<file path="src/rtl/tt_sweep_pkg.sv">
//------------------------------------------------------------------------------
// Module   : tt_sweep_pkg
// Purpose  : Shared widths and FSM state encoding for the truth-table sweeper.
// Revision : 1.0 - initial release
//------------------------------------------------------------------------------
`default_nettype none

package tt_sweep_pkg;

    localparam int N_IN  = 4;   // inputs of the logic under test
    localparam int N_OUT = 2;   // outputs of the logic under test
    localparam int TBL_W = 32;  // 2**N_IN entries of N_OUT bits
    localparam int CNT_W = 5;   // mismatch counter, must reach 16

    typedef enum logic [1:0] {
        ST_IDLE   = 2'd0,
        ST_SWEEP  = 2'd1,
        ST_DRAIN  = 2'd2,
        ST_REPORT = 2'd3
    } state_e;

endpackage

`default_nettype wire

</file>
<file path="src/rtl/tt_sweep_dly.sv">
//------------------------------------------------------------------------------
// Module   : tt_sweep_dly
// Purpose  : LAT-deep delay line carrying the issued index and its valid bit,
//            so each response is paired with the index that produced it.
// Revision : 1.0 - initial release
//------------------------------------------------------------------------------
`default_nettype none

module tt_sweep_dly
    import tt_sweep_pkg::*;
#(
    parameter int LAT = 0
) (
    input  logic            clk,
    input  logic            rst,
    input  logic [N_IN-1:0] idx_i,
    input  logic            vld_i,
    output logic [N_IN-1:0] idx_o,
    output logic            vld_o
);

    generate
        if (LAT == 0) begin : g_pass
            // No latency: the response belongs to the index issued this cycle.
            logic w_unused;
            assign w_unused = clk ^ rst;
            assign idx_o    = idx_i;
            assign vld_o    = vld_i;
        end else begin : g_pipe
            logic [N_IN-1:0] idx_q [LAT];
            logic [LAT-1:0]  vld_q;

            // Shift index and valid together, one stage per cycle of latency.
            always_ff @(posedge clk or posedge rst) begin
                if (rst) begin
                    for (int i = 0; i < LAT; i++) begin
                        idx_q[i] <= '0;
                    end
                    vld_q <= '0;
                end else begin
                    idx_q[0] <= idx_i;
                    vld_q[0] <= vld_i;
                    for (int i = 1; i < LAT; i++) begin
                        idx_q[i] <= idx_q[i-1];
                        vld_q[i] <= vld_q[i-1];
                    end
                end
            end

            assign idx_o = idx_q[LAT-1];
            assign vld_o = vld_q[LAT-1];
        end
    endgenerate

endmodule

`default_nettype wire

</file>
<file path="src/rtl/tt_sweep.sv">
//------------------------------------------------------------------------------
// Module   : tt_sweep
// Purpose  : Drives all 16 input codes into a small combinational block,
//            captures its 2-bit responses into a truth table and compares
//            the table against a golden one latched at start.
// Revision : 1.0 - initial release
//------------------------------------------------------------------------------
`default_nettype none

module tt_sweep
    import tt_sweep_pkg::*;
#(
    parameter int LAT = 0
) (
    input  logic              clk,
    input  logic              rst,
    input  logic              start_i,
    input  logic [TBL_W-1:0]  golden_i,
    output logic [N_IN-1:0]   x_o,
    input  logic [N_OUT-1:0]  y_i,
    output logic              busy_o,
    output logic              res_valid_o,
    input  logic              res_ready_i,
    output logic [TBL_W-1:0]  table_o,
    output logic              pass_o,
    output logic [CNT_W-1:0]  mism_cnt_o,
    output logic [N_IN-1:0]   first_mism_o
);

    // Last value of the drain counter; only meaningful when LAT > 0.
    localparam logic [1:0]      c_drain_last = (LAT > 0) ? 2'(LAT - 1) : 2'd0;
    localparam logic [N_IN-1:0] c_idx_last   = {N_IN{1'b1}};

    state_e             state_q;
    logic [N_IN-1:0]    cnt_q;
    logic [1:0]         drain_q;
    logic [TBL_W-1:0]   golden_q;
    logic [TBL_W-1:0]   table_q;
    logic [CNT_W-1:0]   mism_q;
    logic [CNT_W-1:0]   mism_d;
    logic [N_IN-1:0]    first_q;
    logic               found_q;
    logic               pass_q;
    logic               busy_q;
    logic               valid_q;

    logic [N_IN-1:0]    w_dly_idx;
    logic               w_dly_vld;
    logic [N_OUT-1:0]   w_gold_ent;
    logic               w_mis;

    tt_sweep_dly #(
        .LAT (LAT)
    ) u_dly (
        .clk   (clk),
        .rst   (rst),
        .idx_i (cnt_q),
        .vld_i (state_q == ST_SWEEP),
        .idx_o (w_dly_idx),
        .vld_o (w_dly_vld)
    );

    assign w_gold_ent = golden_q[{w_dly_idx, 1'b0} +: N_OUT];
    assign w_mis      = w_dly_vld && (y_i != w_gold_ent);
    assign mism_d     = mism_q + {{(CNT_W-1){1'b0}}, w_mis};

    // Sequencer plus capture datapath; a start clears the previous result.
    always_ff @(posedge clk or posedge rst) begin
        if (rst) begin
            state_q  <= ST_IDLE;
            cnt_q    <= '0;
            drain_q  <= '0;
            golden_q <= '0;
            table_q  <= '0;
            mism_q   <= '0;
            first_q  <= '0;
            found_q  <= 1'b0;
            pass_q   <= 1'b0;
            busy_q   <= 1'b0;
            valid_q  <= 1'b0;
        end else begin
            // Responses arrive LAT cycles after issue, independent of state.
            if (w_dly_vld) begin
                table_q[{w_dly_idx, 1'b0} +: N_OUT] <= y_i;
                mism_q <= mism_d;
                if (w_mis && !found_q) begin
                    first_q <= w_dly_idx;
                    found_q <= 1'b1;
                end
            end

            case (state_q)
                ST_IDLE: begin
                    if (start_i) begin
                        golden_q <= golden_i;
                        table_q  <= '0;
                        mism_q   <= '0;
                        first_q  <= '0;
                        found_q  <= 1'b0;
                        pass_q   <= 1'b0;
                        cnt_q    <= '0;
                        busy_q   <= 1'b1;
                        state_q  <= ST_SWEEP;
                    end
                end
                ST_SWEEP: begin
                    if (cnt_q == c_idx_last) begin
                        // The counter parks at 15; x_o is gated off outside SWEEP.
                        if (LAT == 0) begin
                            state_q <= ST_REPORT;
                            valid_q <= 1'b1;
                            pass_q  <= (mism_d == '0);
                        end else begin
                            state_q <= ST_DRAIN;
                            drain_q <= '0;
                        end
                    end else begin
                        cnt_q <= cnt_q + 1'b1;
                    end
                end
                ST_DRAIN: begin
                    if (drain_q == c_drain_last) begin
                        state_q <= ST_REPORT;
                        valid_q <= 1'b1;
                        pass_q  <= (mism_d == '0);
                    end else begin
                        drain_q <= drain_q + 1'b1;
                    end
                end
                ST_REPORT: begin
                    if (valid_q && res_ready_i) begin
                        valid_q <= 1'b0;
                        busy_q  <= 1'b0;
                        state_q <= ST_IDLE;
                    end
                end
                default: state_q <= ST_IDLE;
            endcase
        end
    end

    assign x_o          = (state_q == ST_SWEEP) ? cnt_q : '0;
    assign busy_o       = busy_q;
    assign res_valid_o  = valid_q;
    assign table_o      = table_q;
    assign pass_o       = pass_q;
    assign mism_cnt_o   = mism_q;
    assign first_mism_o = first_q;

endmodule

`default_nettype wire

</file>
<file path="config.mk">
export PLATFORM = sky130hd
export DESIGN_NAME = tt_sweep
export DESIGN_NICKNAME = d
export VERILOG_FILES = /design/src/rtl/tt_sweep_pkg.sv /design/src/rtl/tt_sweep_dly.sv /design/src/rtl/tt_sweep.sv
export SDC_FILE = /design/constraint.sdc
export NUM_CORES = 1
export LEC_CHECK = 0
export CAP_MARGIN = 15
export CORE_MARGIN = 4
export CORE_UTILIZATION = 37
export DETAILED_ROUTE_END_ITERATION = 16
export PLACE_DENSITY_LB_ADDON = 0.15
export SYNTH_ARGS = -nofsm -noshare
export SYNTH_HDL_FRONTEND = slang
export SYNTH_SLANG_ARGS = --single-unit
export TNS_END_PERCENT = 20
</file>
<file path="constraint.sdc">
create_clock -name clk -period 4 [get_ports clk]
set_input_delay 0.4 -clock clk [delete_from_list [all_inputs] [get_ports clk]]
set_output_delay 0.4 -clock clk [all_outputs]
set_load 0.1 [all_outputs]
</file>
Word level (Yosys, flattened, before mapping)
Index checks and enable logic that the tools add are counted.
{"block": "word_totals", "register_bits": 85, "input_bits": 38, "out_inout_bits": 48}
{"block": "op_classes", "add_sub_neg": 4, "n_eq_ne": 10, "shifts": 3, "muxes": 34, "bitwise_logic": 1, "reduce_logical": 18}
{"operator": "$mux 32", "n": 3}
{"operator": "$bwmux 32", "n": 1}
{"operator": "$shift 2x7->32 const A", "n": 1}
{"operator": "$shiftx 2x7->32", "n": 1}
{"operator": "$shiftx 32x6->2", "n": 1}
{"operator": "$mux 4", "n": 7}
{"operator": "$mux 5", "n": 3}
{"operator": "$reduce_and 4->1", "n": 3}
{"operator": "$mux 1", "n": 11}
{"operator": "$mux 2", "n": 4}
{"operator": "$ne 2x2->1 const B", "n": 4}
{"operator": "$pmux 2 s4", "n": 1}
{"operator": "$pmux 4 s2", "n": 1}
{"operator": "$neg 5->7", "n": 1}
{"operator": "$pmux 1 s3", "n": 2}
{"operator": "$reduce_and 3->1", "n": 2}
{"operator": "$reduce_bool 3->1", "n": 2}
{"operator": "$add 5x1->5", "n": 1}
{"operator": "$logic_not 5->1", "n": 1}
{"operator": "$add 4x1->4 const B", "n": 1}
{"operator": "$eq 2x2->1 const B", "n": 2}
{"operator": "$eq 4x4->1 const B", "n": 1}
{"operator": "$logic_not 2->1", "n": 2}
{"operator": "$reduce_and 2->1", "n": 2}
{"operator": "other kinds (9)", "n": 12}

Depth between registers and ports, before layout
Gate-level depths: netlist of run 1.
{"block": "logic_depth", "depth_word": 8, "depth_mapped": 10, "ltp_nobuf": 9}

Cells and area by module
From an unflattened synthesis of run 1, not the netlist that was laid out.
{"block": "hier_totals", "cells_unflattened": 468, "hier_area_um2": 4337.9}
{"module": "tt_sweep", "n_inst": 1, "cells_each": 463, "area_per_inst_um2": 4300.4}
{"module": "tt_sweep_dly", "n_inst": 1, "cells_each": 5, "area_per_inst_um2": 37.5}

Worst setup path after synthesis of run 1
OpenSTA, ideal clock, no wires.
{"block": "synth_path", "kind": "register to register", "start": "reg cnt_q[0]", "end": "reg pass_q (netlist: pass_o)", "t_arrival_ps": 2693, "required_ps": 3890, "setup_slack_ps": 1197, "path_stages_with_launch": 11, "path_buffers": 1, "synth_period_minus_slack_ps": 2803, "path_cell_list": "dfrtp_1 -> buf_6 -> mux4_2 -> a22oi_2 -> a21o_1 -> a41oi_2 -> ha_1 -> ha_1 -> nor4_1 -> a31oi_1 -> o41ai_1"}
{"block": "synth_via", "elab_chain_len": 7, "elab_cells_between_ends": 11, "classes_between": "1 x add/sub; 3 x eq/ne; 1 x shift; 3 x mux; 3 x reduce/logical"}
{"item": "start, declared", "line": "tt_sweep.sv:35", "source": "logic [N_IN-1:0] cnt_q;"}
{"item": "start signal, assigned", "line": "tt_sweep.sv:118", "source": "cnt_q <= cnt_q + 1'b1;"}
{"item": "$shiftx 32x6->2", "line": "tt_sweep.sv:63", "source": "assign w_gold_ent = golden_q[{w_dly_idx, 1'b0} +: N_OUT];"}
{"item": "$ne 2x2->1", "line": "tt_sweep.sv:64", "source": "assign w_mis = w_dly_vld && (y_i != w_gold_ent);"}
{"item": "$logic_and 1x1->1", "line": "tt_sweep.sv:64"}
{"item": "$add 5x1->5", "line": "tt_sweep.sv:65", "source": "assign mism_d = mism_q + {{(CNT_W-1){1'b0}}, w_mis};"}
{"item": "$logic_not 5->1", "line": "tt_sweep.sv:112, tt_sweep.sv:125"}
{"item": "$mux 1, on equally long branches", "line": "tt_sweep.sv:122, tt_sweep.sv:107"}
{"item": "$pmux 1 s3", "line": "tt_sweep.sv:92", "source": "case (state_q)"}
{"item": "end signal, assigned", "line": "tt_sweep.sv:112", "source": "pass_q <= (mism_d == '0);"}
{"item": "end signal, assigned", "line": "tt_sweep.sv:125", "source": "pass_q <= (mism_d == '0);"}
{"item": "end, declared", "line": "tt_sweep.sv:43", "source": "logic pass_q;"}
Several ways; a longest one is shown, not always the timed one. The select of a mux whose other input is x is not followed.
A chain may end at the register's enable or synchronous reset.

Worst setup path in the final report of run 1
Ends and elaborated chain as after synthesis.

==> results of run 1 <==
-- worst paths after layout --
path	startpoint	endpoint	slack, ps	cells after the start
max	cnt_q[0]	pass_o	810	9
min	golden_q[20]	golden_q[20]	470	2
max reg2reg	cnt_q[0]	pass_o	810	9
min reg2reg	golden_q[20]	golden_q[20]	470	2
max in group asynchronous	rst	table_o[9]	2450	3
min in group asynchronous	rst	busy_o	580	2
-- state kept, by name (all words and copies together) (netlist names) --
name / count
busy_o: 1
pass_o: 1
cnt_q: 4
golden_q: 32
first_mism_o: 4
drain_q: 2
res_valid_o: 1
found_q: 1
table_o: 32
state_q: 2
mism_cnt_o: 5
-- worst max-delay path: cells and delay by family, from the launching register on --
family / cells / cell delay (ps)
compound gates: 5 / 1010
mux: 1 / 640
simple gates: 1 / 250
flops: 1 / 650
fa+ha+maj: 2 / 500
-- cell type report --
cell class                      instances  area share (%)
Tap cell                              143           3.203
Clock buffer                           13           4.838
Inverter                                9          0.6271
Timing Repair Buffer                   90           15.72
Sequential cell                        85           38.07
Clock inverter                          3          0.7615
Multi-Input combinational cell        320           36.77
-- cell usage in the layout, fill, tap and decap left out, drive strengths merged, types with 11 or more instances in the layout --
cell type,n
clkbuf,13
dfrtp,85
nand2,119
mux2i,38
clkdlybuf4s50,81
nor2,51
ha,14
nand3,11
-- per-layer routing --
| metal | wire, um | share of wire, % |
|---|---|---|
| met5 | 0 | 0 |
| met2 | 4739 | 47 |
| met1 | 4824 | 48 |
| met4 | 99 | 0.98 |
| met3 | 407 | 4.0 |
-- kinds of logic (layout without fill, tap and decap cells) --
group	after synthesis	after routing	share of synthesized area [%]
and+or+nand+nor	218	218	22.21
DFF	85	85	49.29
muxes	48	48	13.68
AOI/OAI and AO/OA	34	34	6.408
buffers and inverters	33	115	3.131
adders and majority gates	14	14	4.059
xor gates and xnor gates	6	6	1.218
-- power by group through the flow --
stage          Clock, mW  Sequential [mW]  Combinational [mW]
2_1_floorplan          0             2.24                1.32
3_3_place_gp           0             1.47                2.69
3_5_place_dp           0             1.48                2.72
4_1_cts            0.883             1.46                2.73
5_1_grt            0.920             1.51                2.92
6_report           0.864             1.46                2.72
-- Yosys cell counts, types with 2 or more instances --
cell type    n  area (um2)
nand2b_1     3       18.77
buf_2        3       15.01
a21oi_1      7       35.03
xor2_1       4       35.03
o22ai_1      2       12.51
mux2i_1     38       380.4
a22oi_2      4       50.05
and2_1       8       50.05
and3_1       2       12.51
inv_1        9       33.78
dfrtp_1     85        2127
nor3_1       6       30.03
nand3_1      9       45.04
nor2b_1      4       25.02
a21o_1       2       15.01
xnor2_1      2       17.52
mux4_2       6       135.1
nand2_1    119       446.7
o211ai_1     2       15.01
o21ai_0      7       35.03
nor4bb_1     2       20.02
nor2_1      51       191.4
mux4_1       2       52.55
nand3_2      2       20.02
clkbuf_1    19       71.32
ha_1        14       175.2
nor3_2       3       30.03
nand4_1      3       18.77
-- through the flow --
stage	area, um2	hold slack (ps)
after floorplan	4315	437.3
after global placement	5274	460.8
after detailed placement	5274	457.5
after CTS	5587	472.6
after global routing	5587	498.7
final	5587	469.2
==> results.toml, run 1 <==
[logic_synthesis]
synth.distinct_cells = 48
synth.yosys.seq_area_share_pct = 49.29
syn_avg_cell_area_um2 = 9.852
synth_edf_count = 0
ys_ff_latch = 85
async_flop_share_pct = 100.0
synth_nets = 490
synthCells = 438
synth_ff_type = "dfrtp_1"
ys.warnings.count = 0
syn-cell-area_mm2 = 0.004315

[final_layout]
seq_area_mm2 = 0.002127
layout-drive-gt1-share_pct = 9.038
multiInputGateArea_mm2 = 0.002054
n_fill_cell = 1085
final_core_util_pct = 48.93
nNetsFinal = 567
syn_to_final_growth_pct = 29.46
final_cells = 663
diodes = 0

[power_and_ir_drop]
power.switching_mw = 2.511
clkPwrFrac_pct = 17.2
switching_share_pct = 49.87
leakage_nw = 2.615
seq_power_share_pct = 28.9
internal_power_mw = 2.524
power_frac_comb_pct = 53.9
power_mw = 5.034
peakVddDrop_uv = 399.8
powerDensity_mw_per_mm2 = 901.1

[timing]
finalWorstSetupSlack_ps = 814.9
rsz0062_at_grt = "false"
max_freq_mhz = 314.0
skew_ps = 7.761
finalHoldViolations = 0
fin_crit_ps = 3185
slew_violations = 0
finalCritPeriodShare_pct = 79.63
finalSetupViolCount = 0
slew_headroom_pct = 33.40
setup_tns_ps = 0
worst_pin_slew_ps = 999.0

[worst_setup_path]
worstPathMaxFanout = 10
slowest_stage = "dfrtp_1"
start_kind = "flop"
crit_type = "flop to flop"
path_common_cell = "ha_1"
cp.arrival_ps = 3410
cp-end-kind = "flop"
slowest_delay_ps = 650
crit_chain = "mux4_1 > a22oi_2 > a21o_1 > a41oi_2 > ha_1 > ha_1 > nor4_1 > a31oi_1 > o41ai_1"
required_ps = 4220

[cts]
postCtsSetupRepairBufs = 0
postCtsHoldBufs = 0
cts_tree = "built"
cts_root_buffer = "clkbuf_16"
clk-insertion-delay-late_ps = 340
htreeDepth = 3
cts_buffers = 9
cts_max_path_buffers = 2
clk_pin_slew_ps = 60
cts_resized = 0
clkSinkCount = 85

[die]
core-area_mm2 = 0.01142
die_x_um = 116.0
pin_count = 86
row_count = 39
die-area_mm2 = 0.01345
start_util_pct = 37.79
die_h_um = 116.0

[route]
drt_iter0_drc = 173
num_vias = 3330
ant_nets = 0
route.detailed.drc = 0
avgRoutedWirePerCell_um = 15.19
avgViaCountPerCell = 5.023
detail_route.first_pass.iterations = 4
wirelength_um = 10070

[place]
port_buffers = 85
dp_cells = 647
dpl.hpwl_um = 7108
place_congestion = 0.7838
place_ws_ps = 814.1

[global_route]
antenna_found_initial = 0
met3_usage_pct = 2.924
grt_pass1_vias = 3289
track_usage_pct = 15.73
use_met2_pct = 23.97
grt_overflow = 0
gr-max-usage-layer = "met2"
grt_pass1_wl_um = 16740
gr-usage-met1_pct = 22.60
grt_max_degree = 57

[job]
drv_cap = 0

[hold_path]
worstHoldPathType = "flop to flop"

[outcome]
status = "finished clean"
Note: power is estimated with default switching activity, not from simulation.
==> inputs of run 2 (changes only) <==
==> constraint.sdc (replaced) <==
create_clock -name clk -period 2.94 [get_ports clk]
set_input_delay 0.294 -clock clk [delete_from_list [all_inputs] [get_ports clk]]
set_output_delay 0.294 -clock clk [all_outputs]
set_load 0.1 [all_outputs]
==> run 2 against run 1 <==
Net effect: sequential share of layout area hardly changed; core utilization increased by 0.077 points; worst hold slack worse by 120 ps; non-clock buffer count is 18 higher; first-iteration DRC count shrank 19%; via count is 0.93% higher; routed wire length is 2.4% higher; combinational power up 42%; highest routed layer unchanged; cell count up 2.6%; largest cell class unchanged; power grew 36%.
==> results.toml, run 2 (synthesis gave the netlist of run 1 again) <==
[worst_setup_path]
cp.arrival_ps = 3020
slowest_delay_ps = 500
worstPathMaxFanout = 7
required_ps = 3170
start_kind = "flop"
cp-end-kind = "flop"
crit_chain = "buf_6 > mux4_2 > a22oi_2 > a21o_1 > a41oi_2 > ha_2 > ha_1 > nor4_1 > a31oi_1 > o41ai_2"
slowest_stage = "mux4_2"
crit_type = "flop to flop"

[timing]
rsz0062_at_grt = "false"
finalHoldViolations = 0
finalSetupViolCount = 0
setup_tns_ps = 0
max_freq_mhz = 358.4
fin_crit_ps = 2790
worst_pin_slew_ps = 852.5
slew_headroom_pct = 42.97
slew_violations = 0
finalCritPeriodShare_pct = 94.89
skew_ps = 6.885

[power_and_ir_drop]
seq_power_share_pct = 27.8
power.switching_mw = 3.450
peakVddDrop_uv = 654.3
power_mw = 6.870
clkPwrFrac_pct = 16.0
internal_power_mw = 3.420
powerDensity_mw_per_mm2 = 1228
leakage_nw = 2.774
power_frac_comb_pct = 56.2
switching_share_pct = 50.22

[die]
die_x_um = 116.0
start_util_pct = 37.79
core-area_mm2 = 0.01142
die_h_um = 116.0
die-area_mm2 = 0.01345
pin_count = 86
row_count = 39

[final_layout]
layout-drive-gt1-share_pct = 20.67
final_cell_mix = "nand2_1 (119), dfrtp_1 (84), buf_4 (70)"
final_cells = 680
syn_to_final_growth_pct = 29.66
final_area_mm2 = 0.005595
mostFrequentLayoutCell = "nand2_1"
final_core_util_pct = 49.00
nNetsFinal = 585
diodes = 0

[route]
ant_nets = 0
detail_route.first_pass.iterations = 4
wirelength_um = 10310
num_vias = 3361
avgViaCountPerCell = 4.943
avgRoutedWirePerCell_um = 15.17
drt_iter0_drc = 140
route.detailed.drc = 0

[place]
port_buffers = 85
dp_cells = 661
placed_area_mm2 = 0.005269
place_congestion = 0.7544
dpl.hpwl_um = 7625

[cts]
clkSinkCount = 85
cts_buffers = 9
postCtsHoldBufs = 0
clk_pin_slew_ps = 60
cts_root_buffer = "clkbuf_16"
htreeDepth = 3
cts_max_path_buffers = 2
clk-insertion-delay-late_ps = 330
cts_tree = "built"

[global_route]
grt_pass1_vias = 3500
antenna_found_initial = 0
grt_overflow = 0
grt_pass1_wl_um = 17440
grt_max_degree = 45
track_usage_pct = 16.34

[job]
drv_cap = 0

[outcome]
status = "finished clean"

[hold_path]
worstHoldPathType = "input port to async pin"
[run 2: cell types whose count changed in the layout (fill, tap and decap cells not counted), sizes merged]
cell / previous run / this run
clkinv: 2 / 4
clkdlybuf4s50: 81 / 37
buf: 9 / 71
clkbuf: 13 / 10
[run 2: final cells by class]
type | count | area (um2)
flip-flops and latches | 85 | 2128
well taps | 143 | 178.9
clock inverters | 5 | 52.55
repair buffers | 108 | 907.1
fillers | 1092 | 5823
clock buffers | 10 | 229.0
multi-input cells | 320 | 2064
inverters | 9 | 35.03
[run 2: power by group through the flow]
stage	registers, mW	logic [mW]	clock network [mW]
after detailed placement	1.94	3.82	0
after global routing	1.97	4.18	1.17
after floorplan	3.04	1.80	0
after global placement	1.92	3.77	0
final	1.91	3.86	1.10
after CTS	1.92	3.84	1.12
[run 2: worst max-delay path, delay by kind of cell (launching register included)]
kind / cells / cell delay (ps)
adder cells (fa/ha/maj): 2 / 440
buffers and inverters: 1 / 140
flip-flops: 1 / 440
AO/OA/AOI/OAI: 5 / 920
multiplexers: 1 / 500
AND/OR/NAND/NOR: 1 / 240
[run 2: what timing repair did]
action,in CTS,in global routing
buffers inserted,0,4
pin swaps,0,6
setup endpoints to repair,1,1
gates resized for setup,1,3
[run 2: per-layer routing]
layer | vias up | wire length, um | global-route usage, %
met5 | - | 0 | 0
li1 | 1659 | - | -
met2 | 69 | 4958 | 26.08
met1 | 1623 | 4783 | 22.48
met3 | 10 | 440 | 3.029
met4 | 0 | 131 | 5.568
[run 2: path summary, 6_finish.rpt]
check | startpoint | end | slack (ps) | depth (start not counted)
setup / recovery | cnt_q[0] | pass_o | 150 | 10
hold / removal | rst | state_q[0] | 350 | 2
setup reg to reg | cnt_q[0] | pass_o | 150 | 10
hold reg to reg | golden_q[12] | golden_q[12] | 480 | 2
max in group asynchronous | rst | table_o[7] | 1780 | 3
min in group clk | golden_q[12] | golden_q[12] | 480 | 2
[run 2: metrics by stage]
stage | hold slack, ps | setup slack [ps]
2_1_floorplan | 399.4 | 136.5
3_3_place_gp | 456.4 | 75.89
3_5_place_dp | 462.7 | -60.85
4_1_cts | 368.0 | 29.72
5_1_grt | 415.3 | 13.58
6_report | 347.5 | 150.1
==> inputs of run 3 (changes only) <==
--- a/config.mk
+++ b/config.mk
@@ -5,7 +5,7 @@
 export SDC_FILE = /design/constraint.sdc
 export NUM_CORES = 1
 export LEC_CHECK = 0
-export CAP_MARGIN = 15
+export CAP_MARGIN = 10
 export CORE_MARGIN = 4
 export CORE_UTILIZATION = 37
 export DETAILED_ROUTE_END_ITERATION = 16
==> results of run 3 <==
The final DEF is identical to that of run 2; final timing and power are the same.
